==> src/rtl/udp_pkg.sv <==
// Shared UDP RX header type, field widths and the
// channel-index width helper used by the port demux.
package udp_pkg;

    localparam int UDP_PORT_WIDTH = 16;
    localparam int AXIS_ID_W      = 8;
    localparam int AXIS_DEST_W    = 8;

    typedef struct packed {
        logic [31:0]               ip_source_ip;
        logic [31:0]               ip_dest_ip;
        logic [UDP_PORT_WIDTH-1:0] source_port;
        logic [UDP_PORT_WIDTH-1:0] dest_port;
        logic [15:0]               length;
        logic [15:0]               checksum;
    } udp_rx_header_t;

    function automatic int clog2_min1(input int n);
        return (n <= 1) ? 1 : $clog2(n);
    endfunction

endpackage

==> src/rtl/udp_port_lookup.sv <==
// Combinational priority match of a UDP destination port
// against a constant port table; lowest matching index wins.
module udp_port_lookup
    import udp_pkg::*;
#(
    parameter int NUM_PORTS = 2,
    parameter logic [NUM_PORTS-1:0][UDP_PORT_WIDTH-1:0] PORT_LIST =
        {16'd4322, 16'd4321},
    localparam int IDX_W = clog2_min1(NUM_PORTS)
) (
    input  logic [UDP_PORT_WIDTH-1:0] dest_port,
    output logic                      hit,
    output logic [IDX_W-1:0]          index
);

    always_comb begin
        hit   = 1'b0;
        index = '0;
        // Descending scan: the lowest matching entry writes last.
        for (int i = NUM_PORTS - 1; i >= 0; i--) begin
            if (PORT_LIST[i] == dest_port) begin
                hit   = 1'b1;
                index = IDX_W'(i);
            end
        end
    end

endmodule

==> src/rtl/udp_port_demux.sv <==
// Routes UDP RX header + payload to one of NUM_PORTS sinks by
// destination port; unknown ports are consumed and counted.
module udp_port_demux
    import udp_pkg::*;
#(
    parameter int NUM_PORTS = 2,
    parameter logic [NUM_PORTS-1:0][UDP_PORT_WIDTH-1:0] PORT_LIST =
        {16'd4322, 16'd4321}
) (
    input  logic                          clk,
    input  logic                          reset_n,
    input  logic                          in_hdr_valid,
    output logic                          in_hdr_ready,
    input  logic [31:0]                   in_ip_source_ip,
    input  logic [31:0]                   in_ip_dest_ip,
    input  logic [15:0]                   in_source_port,
    input  logic [15:0]                   in_dest_port,
    input  logic [15:0]                   in_length,
    input  logic [15:0]                   in_checksum,
    input  logic                          in_tvalid,
    output logic                          in_tready,
    input  logic [7:0]                    in_tdata,
    input  logic                          in_tlast,
    input  logic                          in_tuser,
    input  logic                          in_tkeep,
    input  logic                          in_tstrb,
    input  logic [AXIS_ID_W-1:0]          in_tid,
    input  logic [AXIS_DEST_W-1:0]        in_tdest,
    input  logic                          in_twakeup,
    output logic [NUM_PORTS-1:0]          out_hdr_valid,
    input  logic [NUM_PORTS-1:0]          out_hdr_ready,
    output logic [NUM_PORTS-1:0][31:0]    out_ip_source_ip,
    output logic [NUM_PORTS-1:0][31:0]    out_ip_dest_ip,
    output logic [NUM_PORTS-1:0][15:0]    out_source_port,
    output logic [NUM_PORTS-1:0][15:0]    out_dest_port,
    output logic [NUM_PORTS-1:0][15:0]    out_length,
    output logic [NUM_PORTS-1:0][15:0]    out_checksum,
    output logic [NUM_PORTS-1:0]          out_tvalid,
    input  logic [NUM_PORTS-1:0]          out_tready,
    output logic [NUM_PORTS-1:0][7:0]     out_tdata,
    output logic [NUM_PORTS-1:0]          out_tlast,
    output logic [NUM_PORTS-1:0]          out_tuser,
    output logic [NUM_PORTS-1:0]          out_tkeep,
    output logic [NUM_PORTS-1:0]          out_tstrb,
    output logic [NUM_PORTS-1:0][AXIS_ID_W-1:0]   out_tid,
    output logic [NUM_PORTS-1:0][AXIS_DEST_W-1:0] out_tdest,
    output logic [NUM_PORTS-1:0]          out_twakeup,
    output logic [31:0]                   drop_count
);

    localparam int IDX_W = clog2_min1(NUM_PORTS);

    typedef enum logic [1:0] {
        S_IDLE,
        S_HDR_OUT,
        S_PAYLOAD,
        S_DROP
    } state_e;

    state_e               state_q, state_d;
    udp_rx_header_t       hdr_in, hdr_q, hdr_d;
    logic [IDX_W-1:0]     sel_q, sel_d;
    logic [NUM_PORTS-1:0] hdr_valid_q, hdr_valid_d;
    logic [31:0]          drop_q, drop_d;
    logic                 hit;
    logic [IDX_W-1:0]     hit_idx;
    logic                 last_beat;

    assign hdr_in = '{
        ip_source_ip: in_ip_source_ip,
        ip_dest_ip:   in_ip_dest_ip,
        source_port:  in_source_port,
        dest_port:    in_dest_port,
        length:       in_length,
        checksum:     in_checksum
    };

    udp_port_lookup #(
        .NUM_PORTS (NUM_PORTS),
        .PORT_LIST (PORT_LIST)
    ) u_lookup (
        .dest_port (in_dest_port),
        .hit       (hit),
        .index     (hit_idx)
    );

    assign in_hdr_ready  = (state_q == S_IDLE);
    assign out_hdr_valid = hdr_valid_q;
    assign drop_count    = drop_q;
    assign last_beat     = in_tvalid && in_tready && in_tlast;

    always_comb begin
        state_d     = state_q;
        hdr_d       = hdr_q;
        sel_d       = sel_q;
        hdr_valid_d = hdr_valid_q;
        drop_d      = drop_q;
        unique case (state_q)
            S_IDLE: begin
                if (in_hdr_valid) begin
                    if (hit) begin
                        hdr_d                = hdr_in;
                        sel_d                = hit_idx;
                        hdr_valid_d          = '0;
                        hdr_valid_d[hit_idx] = 1'b1;
                        state_d              = S_HDR_OUT;
                    end else begin
                        if (drop_q != 32'hFFFF_FFFF) begin
                            drop_d = drop_q + 32'd1;
                        end
                        state_d = S_DROP;
                    end
                end
            end
            S_HDR_OUT: begin
                if (out_hdr_ready[sel_q]) begin
                    hdr_valid_d = '0;
                    state_d     = S_PAYLOAD;
                end
            end
            S_PAYLOAD, S_DROP: begin
                if (last_beat) begin
                    state_d = S_IDLE;
                end
            end
            default: state_d = S_IDLE;
        endcase
    end

    // Payload is a zero-latency mux; unselected channels are held at 0.
    always_comb begin
        out_tvalid  = '0;
        out_tdata   = '0;
        out_tlast   = '0;
        out_tuser   = '0;
        out_tkeep   = '0;
        out_tstrb   = '0;
        out_tid     = '0;
        out_tdest   = '0;
        out_twakeup = '0;
        in_tready   = 1'b0;
        if (state_q == S_PAYLOAD) begin
            out_tvalid[sel_q]  = in_tvalid;
            out_tdata[sel_q]   = in_tdata;
            out_tlast[sel_q]   = in_tlast;
            out_tuser[sel_q]   = in_tuser;
            out_tkeep[sel_q]   = in_tkeep;
            out_tstrb[sel_q]   = in_tstrb;
            out_tid[sel_q]     = in_tid;
            out_tdest[sel_q]   = in_tdest;
            out_twakeup[sel_q] = in_twakeup;
            in_tready          = out_tready[sel_q];
        end else if (state_q == S_DROP) begin
            in_tready = 1'b1;
        end
    end

    always_comb begin
        for (int i = 0; i < NUM_PORTS; i++) begin
            out_ip_source_ip[i] = hdr_q.ip_source_ip;
            out_ip_dest_ip[i]   = hdr_q.ip_dest_ip;
            out_source_port[i]  = hdr_q.source_port;
            out_dest_port[i]    = hdr_q.dest_port;
            out_length[i]       = hdr_q.length;
            out_checksum[i]     = hdr_q.checksum;
        end
    end

    always_ff @(posedge clk or negedge reset_n) begin
        if (!reset_n) begin
            state_q     <= S_IDLE;
            hdr_q       <= '0;
            sel_q       <= '0;
            hdr_valid_q <= '0;
            drop_q      <= '0;
        end else begin
            state_q     <= state_d;
            hdr_q       <= hdr_d;
            sel_q       <= sel_d;
            hdr_valid_q <= hdr_valid_d;
            drop_q      <= drop_d;
        end
    end

endmodule

==> config.mk <==
export PLATFORM = sky130hd
export DESIGN_NAME = udp_port_demux
export DESIGN_NICKNAME = d
export VERILOG_FILES = /design/src/rtl/udp_pkg.sv /design/src/rtl/udp_port_lookup.sv /design/src/rtl/udp_port_demux.sv
export SDC_FILE = /design/constraint.sdc
export NUM_CORES = 1
export LEC_CHECK = 0
export ABC_AREA = 1
export CAP_MARGIN = 15
export CORE_AREA = 2 2 200 202
export CTS_BUF_LIST = sky130_fd_sc_hd__clkbuf_16
export DETAILED_ROUTE_END_ITERATION = 16
export DIE_AREA = 0 0 202 204
export HOLD_SLACK_MARGIN = 0.15
export PLACE_DENSITY = 0.61
export SETUP_SLACK_MARGIN = 0.02
export SLEW_MARGIN = 0
export SYNTH_ARGS = -nofsm -noshare
export SYNTH_HDL_FRONTEND = slang
export SYNTH_HIERARCHICAL = 1
export SYNTH_SLANG_ARGS = --single-unit
export TNS_END_PERCENT = 1
==> constraint.sdc <==
create_clock -name clk -period 3.6 [get_ports clk]
set_clock_uncertainty 0.2 [all_clocks]
set_input_delay 0.72 -clock clk [delete_from_list [all_inputs] [get_ports clk]]
set_output_delay 0.72 -clock clk [all_outputs]
set_load 0.03 [all_outputs]
---- Word-level counts from Yosys, hierarchy flattened ----
Cells that the tools add are included.
word-level totals
  logic and storage cells ................. 79
  register bits ........................... 165
  bits of input ports ..................... 165
  output and inout bits ................... 352
cells by class
  reductions and logical operators ........ 11
  add/sub/neg operators ................... 1
  magnitude comparators ................... 4
  muxes and demuxes ....................... 33
  equal/unequal tests ..................... 10
  bitwise logic cells ..................... 10
operator list
  cell                   count
  $and 16x16->16         3
  $mux 16                3
  $add 32x1->32 const B  1
  $eq 13x16->1 const A   2
  $ne 32x32->1 const B   1
  $mux 2                 13
  $and 2x2->2            6
  $mux 1                 11
  $demux 8 s1            1
  $mux 8                 1
  $reduce_and 4->1       2
  $ne 2x2->1 const B     3
  $pmux 2 s3             1
  $reduce_and 3->1       2
  $eq 2x2->1 const B     2
  $logic_and 1x1->1      4
  $lt 1x2->1 const B     2
  $pmux 2 s2             1
  $demux 1 s1            2
  $eq 2x1->1 const B     1
  $ge 1x1->1 const B     2
  $logic_not 2->1        1
  $ne 2x1->1 const B     1
  $reduce_bool 2->1      1
  other kinds (2)        2

---- Logic depth before layout (Yosys ltp) ----
  depth after elaboration ................. 10
  gate-level depth with buffers ........... 14
  depth with buffers taken out ............ 13

---- Hierarchy ----
The synthesis kept the hierarchy.
by module, submodules not included
  module           times used  area each (um^2)  cells each  seq. area each (um^2)
  udp_port_demux   1           8649.5            1166        4129.0
  udp_port_lookup  1           146.4             37          0.0

---- Least setup slack after synthesis ----
No wires, ideal clock.
  path type ............................... reg2out
  start point ............................. register state_q[1]
  end point ............................... output out_tdata[0] in the netlist's numbering
  stages on the path, launching flop included .. 6
  slack ................................... 1.411 ns
  path buffers ............................ 1
  arrival ................................. 1.269 ns
  path through ............................ dfrtp_1 > inv_1 > nor2_1 > nand2_1 > clkbuf_1 > nor2_1
RTL lines
  what                    line                   RTL
  from (decl)             udp_port_demux.sv:60   state_e state_q, state_d;
  from (signal assigned)  udp_port_demux.sv:177  state_q <= state_d;
  to (decl)               udp_port_demux.sv:40   output logic [NUM_PORTS-1:0][7:0] out_tdata,

==> results by group <==
Run status
  • Status: completed

Power
  • Switching share of total power: 0.3261
  • Lkg Pwr: 6.618 nW
  • Sequential share of power: 0.378
  • Power Density: 372.5 mW/mm^2
  • P_int: around 3.6 mW
  • Combinational Power Share: 0.267
  • Clk network pwr share: 0.355
  • Total Power: 5.274 mW
  • Switching power: 1.720 mW
  • Max VDD drop: 0.2360 mV

Worst setup path
  • Worst Path Arrival: about 2.4 ns
  • Reg2reg path depth: 10
  • Worst Setup Path Type: reg2out
  • Reg2reg end: drop_count[17]
  • CP Max Fanout: 15
  • Critical path launch point type: flop
  • Reg2Reg Setup Slack: 1.25 ns
  • Required @ worst endpoint: 2.68 ns
  • Worst setup EP type: output pin
  • RR Startpoint: drop_count[0]

Drt
  • Iter 0 DRT Violations: approximately 370
  • TritonRoute pass-1 iters: 8
  • Antenna viol nets, final: 0
  • Routed WL per cell: 14.92 um
  • Via count: 8600
  • Post-route DRC violation count: 0
  • Vias per cell: 4.057
  • Total Wirelength: 31640 um

Global route
  • Total GRT Usage: 0.1519
  • Gr ovfl total: 0
  • Largest net degree at the start of global routing: 70
  • Initial antenna violation count: 1
  • Vias in the first global route: 8476
  • Global-route wire length before repair: around 48000 um

Placed design
  • GP Congestion: 0.8373
  • Dpl hpwl: 24430 um
  • Pre-CTS WS: 0.3276 ns
  • Post-Place Cells: between 2000 and 2500
  • Post-DP Area: 0.01356 sq mm
  • IO Port Bufs: 516

Yosys
  • Top FF cell, synth: dfrtp_1
  • Count leader, synth: nand2_1
  • Synth area leader: dfrtp_1
  • Number of synthesized flops with an enable pin: 0
  • Area contributors post-synth: dfrtp_1 47%, nand2_1 26%, buf_4 12%, nor2_1 5.3%, inv_1 3.0%
  • Sequential-to-total area share from yosys stat: 0.4694
  • Area share of the largest cell type after synthesis: 0.4694
  • Synth Cell Area: 0.008796 sq mm
  • Synth warn: 6
  • Syn Nets: 1369
  • Average cell area after synthesis: about 7.3 sq um
  • Post-Syn Instances: 1203
  • Commonest cells post-synth: 613 x nand2_1, 165 x dfrtp_1, 138 x buf_4
  • Synth Register Bits: roughly 170
  • Async SR Flop Fraction: 1.000
  • Cell variety after synth: 25

Timing
  • Rel. slew slack: 0.5199
  • Final period utilization: 0.9189
  • Max Transition Viols Final: 0
  • Fmax: between 0.3 and 0.4 GHz
  • Hold WS: around 0.29 ns
  • Hold Fails Final Rpt: 0
  • Slew @ Worst Pin: 0.7201 ns
  • Final setup fails: 0
  • Post-route setup slack: slightly below 0.3 ns
  • RSZ-0062 raised after global routing: no
  • Fin Setup TNS: 0 ns
  • Minimum clock period: ~3.3 ns

CTS
  • Number of H-tree levels: 4
  • Post-CTS Repair Setup Buffers: 0
  • Clk slew on worst S/H paths: around 0.070 ns
  • Num CTS Buffers: 17
  • CTS max path bufs: 2
  • Root Buffer: clkbuf_16
  • TritonCTS clock tree: built
  • # clock sinks: 165
  • Worst-skew pair later-pin latency: 0.44 ns

Final layout
  • Share of cells above drive strength 1: 0.03824
  • Final instance area: 0.01416 sq mm
  • Post-layout util: 0.3613
  • # diodes: 0
  • Final std cells w/o fill: 2120
  • Area Growth Syn to Fin: 60.97%
  • Post-layout nets: 1749

Worst hold path
  • Min-Delay Endpoint: out_checksum[14]
  • Cell depth of the worst hold path: 2
  • HP Class: reg2reg
  • Hold path startpoint: out_checksum[14]

Floorplanning
  • Area of the core: 0.03918 sq mm
  • # IOs: approximately 520
  • Die area: 0.04121 sq mm
  • Chip height: 204 um
  • Row count: 73
  • Starting Density: 0.2245
  • Die X: 202 um

Run
  • Max Cap Violations: 0
state kept, by name, indices dropped and copies added (netlist names):
| signal | cells |
|---|---|
| drop_count | 32 |
| out_ip_dest_ip | 32 |
| out_ip_source_ip | 32 |
| out_checksum | 16 |
| out_dest_port | 16 |
| out_length | 16 |
| out_source_port | 16 |
| out_hdr_valid | 2 |
| state_q | 2 |
| sel_q | 1 |
power by group through the flow:
stage	Clock [mW]	Combinational, mW	Sequential [mW]
after global routing	2.01	1.51	2.01
after global placement	0	1.41	2.03
after floorplan	0	0.704	2.09
final	1.87	1.41	1.99
after detailed placement	0	1.42	2.03
after CTS	1.94	1.43	1.99
worst max-delay path: stages (launching register included):
cell and delay (ns):
dfrtp_1 0.41, inv_1 0.11, nor2_1 0.16, nand2_2 0.21, nor2_1 0.32, clkdlybuf4s50_1 0.74
logic make-up (layout without fill, tap and decap cells):
kind of cell	after synthesis	after routing	synth area share
AND/OR/NAND/NOR	771	771	0.3401
buffers and inverters	240	632	0.1686
flip-flops	165	165	0.4694
AO/OA/AOI/OAI	14	14	0.008536
XOR/XNOR	12	12	0.01195
adder cells (fa/ha/maj)	1	1	0.001422
timing repair:
action                                  in CTS  in global routing
resized for setup                            0                  1
endpoints found under the setup margin       0                 19
endpoints found under the hold margin       65                  0
hold buffers                                 1                  0
area by class of cell:
class                   instances  area (sq um)
multi-input cells             798          3187
repair buffers                529          5329
clock inverters                14         158.9
inverters                      72         272.8
flip-flops and latches        165          4129
clock buffers                  17         425.4
well taps                     525         656.9
fillers                      4064         25030
cells in the final DEF, fill, tap and decap left out, types with 2 or more instances in the layout:
cell type	instances
bufinv_16	3
clkbuf_16	17
nor2_2	5
inv_6	2
nand2_2	5
a21oi_1	2
xor2_1	7
nand3_1	15
clkinv_1	3
xnor2_1	5
nand2_1	612
buf_12	5
o21ai_0	10
dfrtp_1	165
nor2_1	125
buf_4	7
clkinv_4	2
inv_1	70
nor2_4	5
clkdlybuf4s50_1	515
clkinv_2	3
metal layers:
| layer | track usage | up-vias | wire length, um |
|---|---|---|---|
| li1 | - | 4220 | - |
| met1 | 0.1771 | 4005 | 13050 |
| met2 | 0.2769 | 350 | 16140 |
| met3 | 0.03540 | 25 | 1998 |
| met4 | 0.04359 | 0 | 446 |
| met5 | 0 | - | 0 |
worst max path at each step:
stage / from / to / slack, ns / depth (start not counted)
after global placement: in_dest_port[11] / drop_count[31] / 0.39 / 13
final: state_q[1] / out_tid[9] / 0.29 / 5
after detailed placement: in_dest_port[11] / drop_count[18] / 0.33 / 13
after global routing: state_q[1] / out_tid[15] / 0.08 / 6
after CTS: state_q[1] / out_tid[9] / 0.09 / 5
after floorplan: state_q[1] / out_tdata[0] / 1.41 / 5
Power figures use the tool's default switching activity.
